## config.mk

```make
export PLATFORM = sky130hd
export DESIGN_NAME = fetch_prefetch_buffer
export DESIGN_NICKNAME = d
export VERILOG_FILES = /design/src/rtl/fetch_prefetch_buffer.sv
export SDC_FILE = /design/constraint.sdc
export NUM_CORES = 1
export LEC_CHECK = 0
export CORE_AREA = 2 2 173 175
export DETAILED_ROUTE_END_ITERATION = 6
export DIE_AREA = 0 0 175 177
export MAX_ROUTING_LAYER = met4
export SETUP_SLACK_MARGIN = 0.2
export SLEW_MARGIN = 20
export SYNTH_ARGS = -nofsm -noshare
export SYNTH_HDL_FRONTEND = slang
export SYNTH_SLANG_ARGS = --single-unit
```

## constraint.sdc

```tcl
create_clock -name clk -period 4.3 [get_ports clk]
set_input_delay 1.29 -clock clk [delete_from_list [all_inputs] [get_ports clk]]
set_output_delay 1.29 -clock clk [all_outputs]
set_load 0.02 [all_outputs]
```

## src/rtl/fetch_prefetch_buffer.sv

```systemverilog
// Instruction prefetch stage: issues sequential word-aligned reads on the
// instruction memory port, buffers returned words with their PCs in a small
// FIFO and presents them to the decoder over a valid/ready handshake.
// A redirect flushes the buffer and restarts fetching at the new PC.
module fetch_prefetch_buffer #(
    parameter int unsigned DEPTH    = 4,
    parameter logic [31:0] RESET_PC = 32'h0000_0000
) (
    input  logic                       clk,
    input  logic                       rst_n,
    input  logic                       fetch_en,
    input  logic                       redirect_valid,
    input  logic [31:0]                redirect_pc,
    output logic                       mem_req,
    output logic                       mem_we,
    output logic [31:0]                mem_addr,
    output logic [31:0]                mem_wdata,
    input  logic [31:0]                mem_rdata,
    input  logic                       mem_ready,
    output logic                       instr_valid,
    output logic [31:0]                instr_data,
    output logic [31:0]                instr_pc,
    input  logic                       instr_ready,
    output logic [$clog2(DEPTH):0]     occupancy
);

    localparam int unsigned PW = $clog2(DEPTH);
    localparam int unsigned CW = PW + 1;

    typedef enum logic {
        S_WAIT,
        S_RUN
    } state_t;

    state_t         state_q, state_d;
    logic [31:0]    fetch_pc;
    logic [PW-1:0]  wr_ptr, rd_ptr;
    logic [CW-1:0]  count_q;
    logic [31:0]    pc_mem   [DEPTH];
    logic [31:0]    data_mem [DEPTH];
    logic           push, pop;

    // State register: WAIT after reset, RUN from the first edge after release
    always_ff @(posedge clk or negedge rst_n) begin
        if (!rst_n) state_q <= S_WAIT;
        else        state_q <= state_d;
    end

    // Next-state and request/handshake decode
    always_comb begin
        state_d = state_q;
        if (state_q == S_WAIT) state_d = S_RUN;
        // Fullness is judged on the registered count, so a same-cycle pop
        // never makes room for a push.
        mem_req = (state_q == S_RUN) && fetch_en && !redirect_valid &&
                  (count_q < CW'(DEPTH));
        push    = mem_req && mem_ready;
        pop     = instr_valid && instr_ready && !redirect_valid;
    end

    // Fetch address, FIFO pointers and entry count
    always_ff @(posedge clk or negedge rst_n) begin
        if (!rst_n) begin
            fetch_pc <= RESET_PC & ~32'd3;
            wr_ptr   <= '0;
            rd_ptr   <= '0;
            count_q  <= '0;
        end else if (redirect_valid) begin
            fetch_pc <= redirect_pc & ~32'd3;
            wr_ptr   <= '0;
            rd_ptr   <= '0;
            count_q  <= '0;
        end else begin
            if (push) begin
                fetch_pc <= fetch_pc + 32'd4;
                wr_ptr   <= wr_ptr + PW'(1);
            end
            if (pop) rd_ptr <= rd_ptr + PW'(1);
            case ({push, pop})
                2'b10:   count_q <= count_q + CW'(1);
                2'b01:   count_q <= count_q - CW'(1);
                default: count_q <= count_q;
            endcase
        end
    end

    // FIFO storage: each completed transfer stores its word with its PC
    always_ff @(posedge clk) begin
        if (push) begin
            pc_mem[wr_ptr]   <= fetch_pc;
            data_mem[wr_ptr] <= mem_rdata;
        end
    end

    assign mem_we      = 1'b0;
    assign mem_wdata   = '0;
    assign mem_addr    = fetch_pc;
    assign instr_valid = (count_q != '0);
    assign instr_data  = data_mem[rd_ptr];
    assign instr_pc    = pc_mem[rd_ptr];
    assign occupancy   = count_q;

endmodule
```

Word-level counts from Yosys, hierarchy flattened
Memories as Yosys holds them, arrays and structs flattened.
Index checks and enable logic that the tools add are counted.
Word-level totals
  memories kept: 2
  memory bits (writable): 256
  word-level logic and storage cells: 36
  register bits: 40
Memory list
  data_mem: words 4, width 32, rd ports 1, clocked after memory_dff 0, wr ports 1, RTL line 40  | logic [31:0] data_mem [DEPTH];
  pc_mem: words 4, width 32, rd ports 1, clocked after memory_dff 0, wr ports 1, RTL line 39  | logic [31:0] pc_mem [DEPTH];
Operators by class
  muxes and demuxes: 10
  reduce and logical (&&, ||, !) cells: 11
  equality and inequality tests: 2
  $add $sub $neg: 5
  order comparisons: 1
Operators with widths (number)
  32-bit 2-to-1 mux: 2
  32-bit by 3-bit adder with 32-bit output, second input constant: 1
  2-bit 2-to-1 mux: 4
  1-bit logical AND: 6
  3-bit case mux with 2 select lines: 1
  3-bit nonzero test: 2
  2-bit by 1-bit adder with 2-bit output, second input constant: 2
  2-bit nonzero test: 2
  3-bit by 1-bit adder with 3-bit output, second input constant: 1
  3-bit < comparator, second input constant: 1
  3-bit 2-to-1 mux: 1
  3-bit by 1-bit subtractor with 3-bit output, second input constant: 1
  2-bit by 1-bit == test with 1-bit output, second input constant: 1
  2-bit == test, second input constant: 1
  1-bit 2-to-1 mux: 2
  1-bit zero test: 1

Longest topological paths before layout
  depth in word-level cells: 7
  depth in mapped cells: 8
  depth with buffers taken out: 6

Worst setup path after synthesis
No wires, ideal clock.
  path type: input-to-reg
  start: input mem_ready
  end: memory data_mem[0][0] (enable)
  cell stages on the path: 4
  arrival: 3544 ps
  setup slack: 329 ps
  path buffers: 2
  library setup time: 427 ps
  cell sequence: and4b_1 -> clkbuf_1 -> clkbuf_1 -> and3_1
Between the ends
  word-level cells in the longest chain between the ends: 3
Ends and longest elaborated chain
  start, declared: RTL line 19  | input logic mem_ready,
  1-bit logical AND: RTL line 57  | push = mem_req && mem_ready;
  1-bit 2-to-1 mux: RTL line 89  | if (push) begin
  1-bit 2-to-1 mux (not written as such): RTL line 91  | data_mem[wr_ptr] <= mem_rdata;
  end, declared: RTL line 40
No other way between the ends.

Final worst setup path
  start: input fetch_en
  end: output mem_req
Between the ends
  word-level cells in the longest chain between the ends: 3
Ends and longest elaborated chain
  start, declared: RTL line 11  | input logic fetch_en,
  1-bit logical AND (3 in series): RTL line 55  | mem_req = (state_q == S_RUN) && fetch_en && !redirect_valid &&
  end, declared: RTL line 14  | output logic mem_req,
No other way between the ends.

==> results.sh <==
export IMPL_root_buffer="clkbuf_16"
export IMPL_cp_common_cell="clkdlybuf4s50_1"
export IMPL_nNetsFinal=877
export IMPL_yosysWarnings=0
export IMPL_synth_area_leader_cell="edfxtp_1"
export IMPL_synthArstFlopShare_pct=13.29
export IMPL_syn_avg_cell_area_um2=18.42
export IMPL_setup_slack_ps=323.5
export IMPL_synthTopCellsByArea="edfxtp_1 65%, mux4_2 12%, dfrtp_1 8.3%"
export IMPL_skew_ps=13.82
export IMPL_max_stage_delay_ps=630
export IMPL_p_clk_share_pct=36.4
export IMPL_grt_max_degree=63
export IMPL_grt_usage_pct=16.45
export IMPL_drv_slew=0
export IMPL_startpoint="fetch_en"
export IMPL_viasPerCell=5.202
export IMPL_worstHoldPathCells=2
export IMPL_end_kind="output pin"
export IMPL_register_area_um2=8406
export IMPL_power_switching_uw=1880
export IMPL_syn_area_um2=11480
export IMPL_htreeDepth=1
export IMPL_fin_crit_ps=3977
export IMPL_cts_sinks=286
export IMPL_worst_pin_slew_ps=1049
export IMPL_detail_route_antenna_nets=0
export IMPL_grt_overflow=0
export IMPL_hold_buffers=0
export IMPL_n_fill_cell=2420
export IMPL_wl_per_cell_um=20.31
export IMPL_rsz0062_at_grt="false"
export IMPL_synth_top_area_share_pct=64.89
export IMPL_cts_setup_buffers=0
export IMPL_start_util_pct=39.24
export IMPL_route_detailed_drc=0
export IMPL_worst_r2r_cell_count=5
export IMPL_stdcell_count=1215
export IMPL_synthFlopType="edfxtp_1"
export IMPL_place_area_um2=13460
export IMPL_max_freq_mhz=251.5
export IMPL_place_hpwl_um=15020
export IMPL_die_h_um=177
export IMPL_p_sw_share_pct=25.62
export IMPL_crit_required_ps=3010
export IMPL_path_cells="clkdlybuf4s50_1, nand2_1, nor3_1, clkdlybuf4s50_1"
export IMPL_dr_first_iter_drc_count=527
export IMPL_final_cell_mix="248 x edfxtp_1, 163 x clkdlybuf4s50_1, 62 x mux4_2"
export IMPL_area_growth_synth_to_final_pct=26.29
export IMPL_layout_cells_most_common="edfxtp_1"
export IMPL_clk_pin_slew_ps=60
export IMPL_port_buffers=164
export IMPL_diodes=0
export IMPL_wl_um=24680
export IMPL_criticalPathCategory="input port to output pin"
export IMPL_ctsResizeCount=0
export IMPL_die_width_um=175
export IMPL_critPathSlowestCell="clkdlybuf4s50_1"
export IMPL_num_vias=6320
export IMPL_maxCapViolCount=0
export IMPL_worstPathArrival_ps=2690
export IMPL_die_area_um2=30980
export IMPL_grt_pass1_wl_um=37940
export IMPL_setup_viol=0
export IMPL_clkLatencyLatePin_ps=550
export IMPL_hold_viol_final=0
export IMPL_synth_edf_count=248
export IMPL_design_area_um2=14490
export IMPL_place_ws_ps=323.9
export IMPL_antenna_found_initial=0
export IMPL_startpoint_type="input port"
export IMPL_grt_pass1_vias=6566
export IMPL_cts_tree="done"
export IMPL_hp_class="flop to flop"
export IMPL_power_density_nw_per_um2=506.2
export IMPL_fin_tns_setup_ps=0
export IMPL_power_leakage_uw=0.004728
export IMPL_syn_inst=623
export IMPL_dp_cells=1158
export IMPL_drive_gt1_share_pct=15.88
export IMPL_cts_path_max_buffers=3
export IMPL_intPower_uw=5457
export IMPL_status="completed"
export IMPL_ys_seq_elements=286
export IMPL_routabilityCongestion=0.7573
export IMPL_max_slew_margin_pct=30.07
export IMPL_cts_buffers_inserted=31
export IMPL_hp_start="wr_ptr[0]"
export IMPL_comb_power_share_pct=19.7
export IMPL_yosysSeqAreaShare_pct=73.18
export IMPL_multiInputGateArea_um2=2776
export IMPL_fin_crit_sh_pct=92.48
export IMPL_ios=204
export IMPL_irDropWorstVdd_uv=281.2
export IMPL_cp_max_fo=3
export IMPL_rows=63
export IMPL_timing_rr_start="mem_addr[3]"
export IMPL_dr_pass1_iters=5
export IMPL_power_frac_seq_pct=43.9
export IMPL_core_um2=29240
export IMPL_synth_cell_type_count=42
power groups by stage:
stage / clock network [µW] / logic [µW] / registers [µW]
final: 2670 / 1450 / 3220
after floorplan: 0 / 863 / 3260
after global placement: 0 / 1460 / 3270
after detailed placement: 0 / 1470 / 3280
after CTS: 2740 / 1470 / 3230
after global routing: 2830 / 1540 / 3240
per-layer routing:
| layer | routed length, µm | part of all wire [%] | vias to the layer above | GRT usage (%) |
|---|---|---|---|---|
| li1 | - | - | 2783 | - |
| met1 | 10840 | 44 | 3236 | 22.26 |
| met2 | 11920 | 48 | 257 | 26.78 |
| met3 | 1466 | 5.9 | 44 | 2.427 |
| met4 | 445 | 1.8 | 0 | 3.542 |
| met5 | 0 | 0 | - | - |
through the flow:
stage	total power (µW)	utilization (%)	hold WS, ps
2_1_floorplan	4122	-	539.3
3_3_place_gp	4735	46.03	548.3
3_5_place_dp	4753	46.03	570.9
4_1_cts	7437	49.56	579.6
5_1_grt	7611	49.56	606.2
6_report	7336	49.56	585.7
kinds of logic after synthesis:
family,count (synthesis),share of synthesized area [%]
adders and majority gates,6,0.7196
DFF,286,73.18
xor gates and xnor gates,13,0.9922
and+or+nand+nor,122,5.898
buffers and inverters,80,3.980
muxes,64,12.34
other,2,0.06544
AOI/OAI and AO/OA,50,2.824
synthesized netlist by cell type (all sizes together) (2+ instances only):
library cell and n:
nor2 19, clkbuf 20, o31ai 11, nor4 7, nand4 5, nand3 15
a31oi 14, o211ai 4, xnor2 10, and3 7, nor3 7, or2 2
inv 11, o21ai 14, ha 5, o31a 2, or3 5, nand4b 3
xor2 3, or4 18, o41ai 2, dfrtp 38, nand2 29, buf 48
edfxtp 248, conb 2, mux2i 2, a21oi 2, mux4 62
worst paths after layout:
path,end,slack [ps]
setup reg to reg,mem_addr[30],1810
setup / recovery,mem_req,320
min in group asynchronous,mem_addr[23],890
max in group asynchronous,rd_ptr[0],2730
hold / removal,wr_ptr[0],590
hold reg to reg,wr_ptr[0],590
sequential cells by signal, summed over array words and instances (netlist names):
signal	flops
occupancy	3
pc_mem	120
state_q	1
data_mem	128
wr_ptr	2
rd_ptr	2
mem_addr	30
critical path: cells and delay by family:
kind / cells / cell delay (ps)
buffers and inverters: 2 / 1170
and+or+nand+nor: 2 / 220
layout make-up:
class	instances	area share, %
clock buffer	36	5.482
tap	390	3.367
sequential	286	58.00
inverter	12	0.3108
clock inverter	21	1.632
timing repair buffer	177	12.05
multi-input combinational	293	19.16
Note: power is estimated with default switching activity, not from simulation.
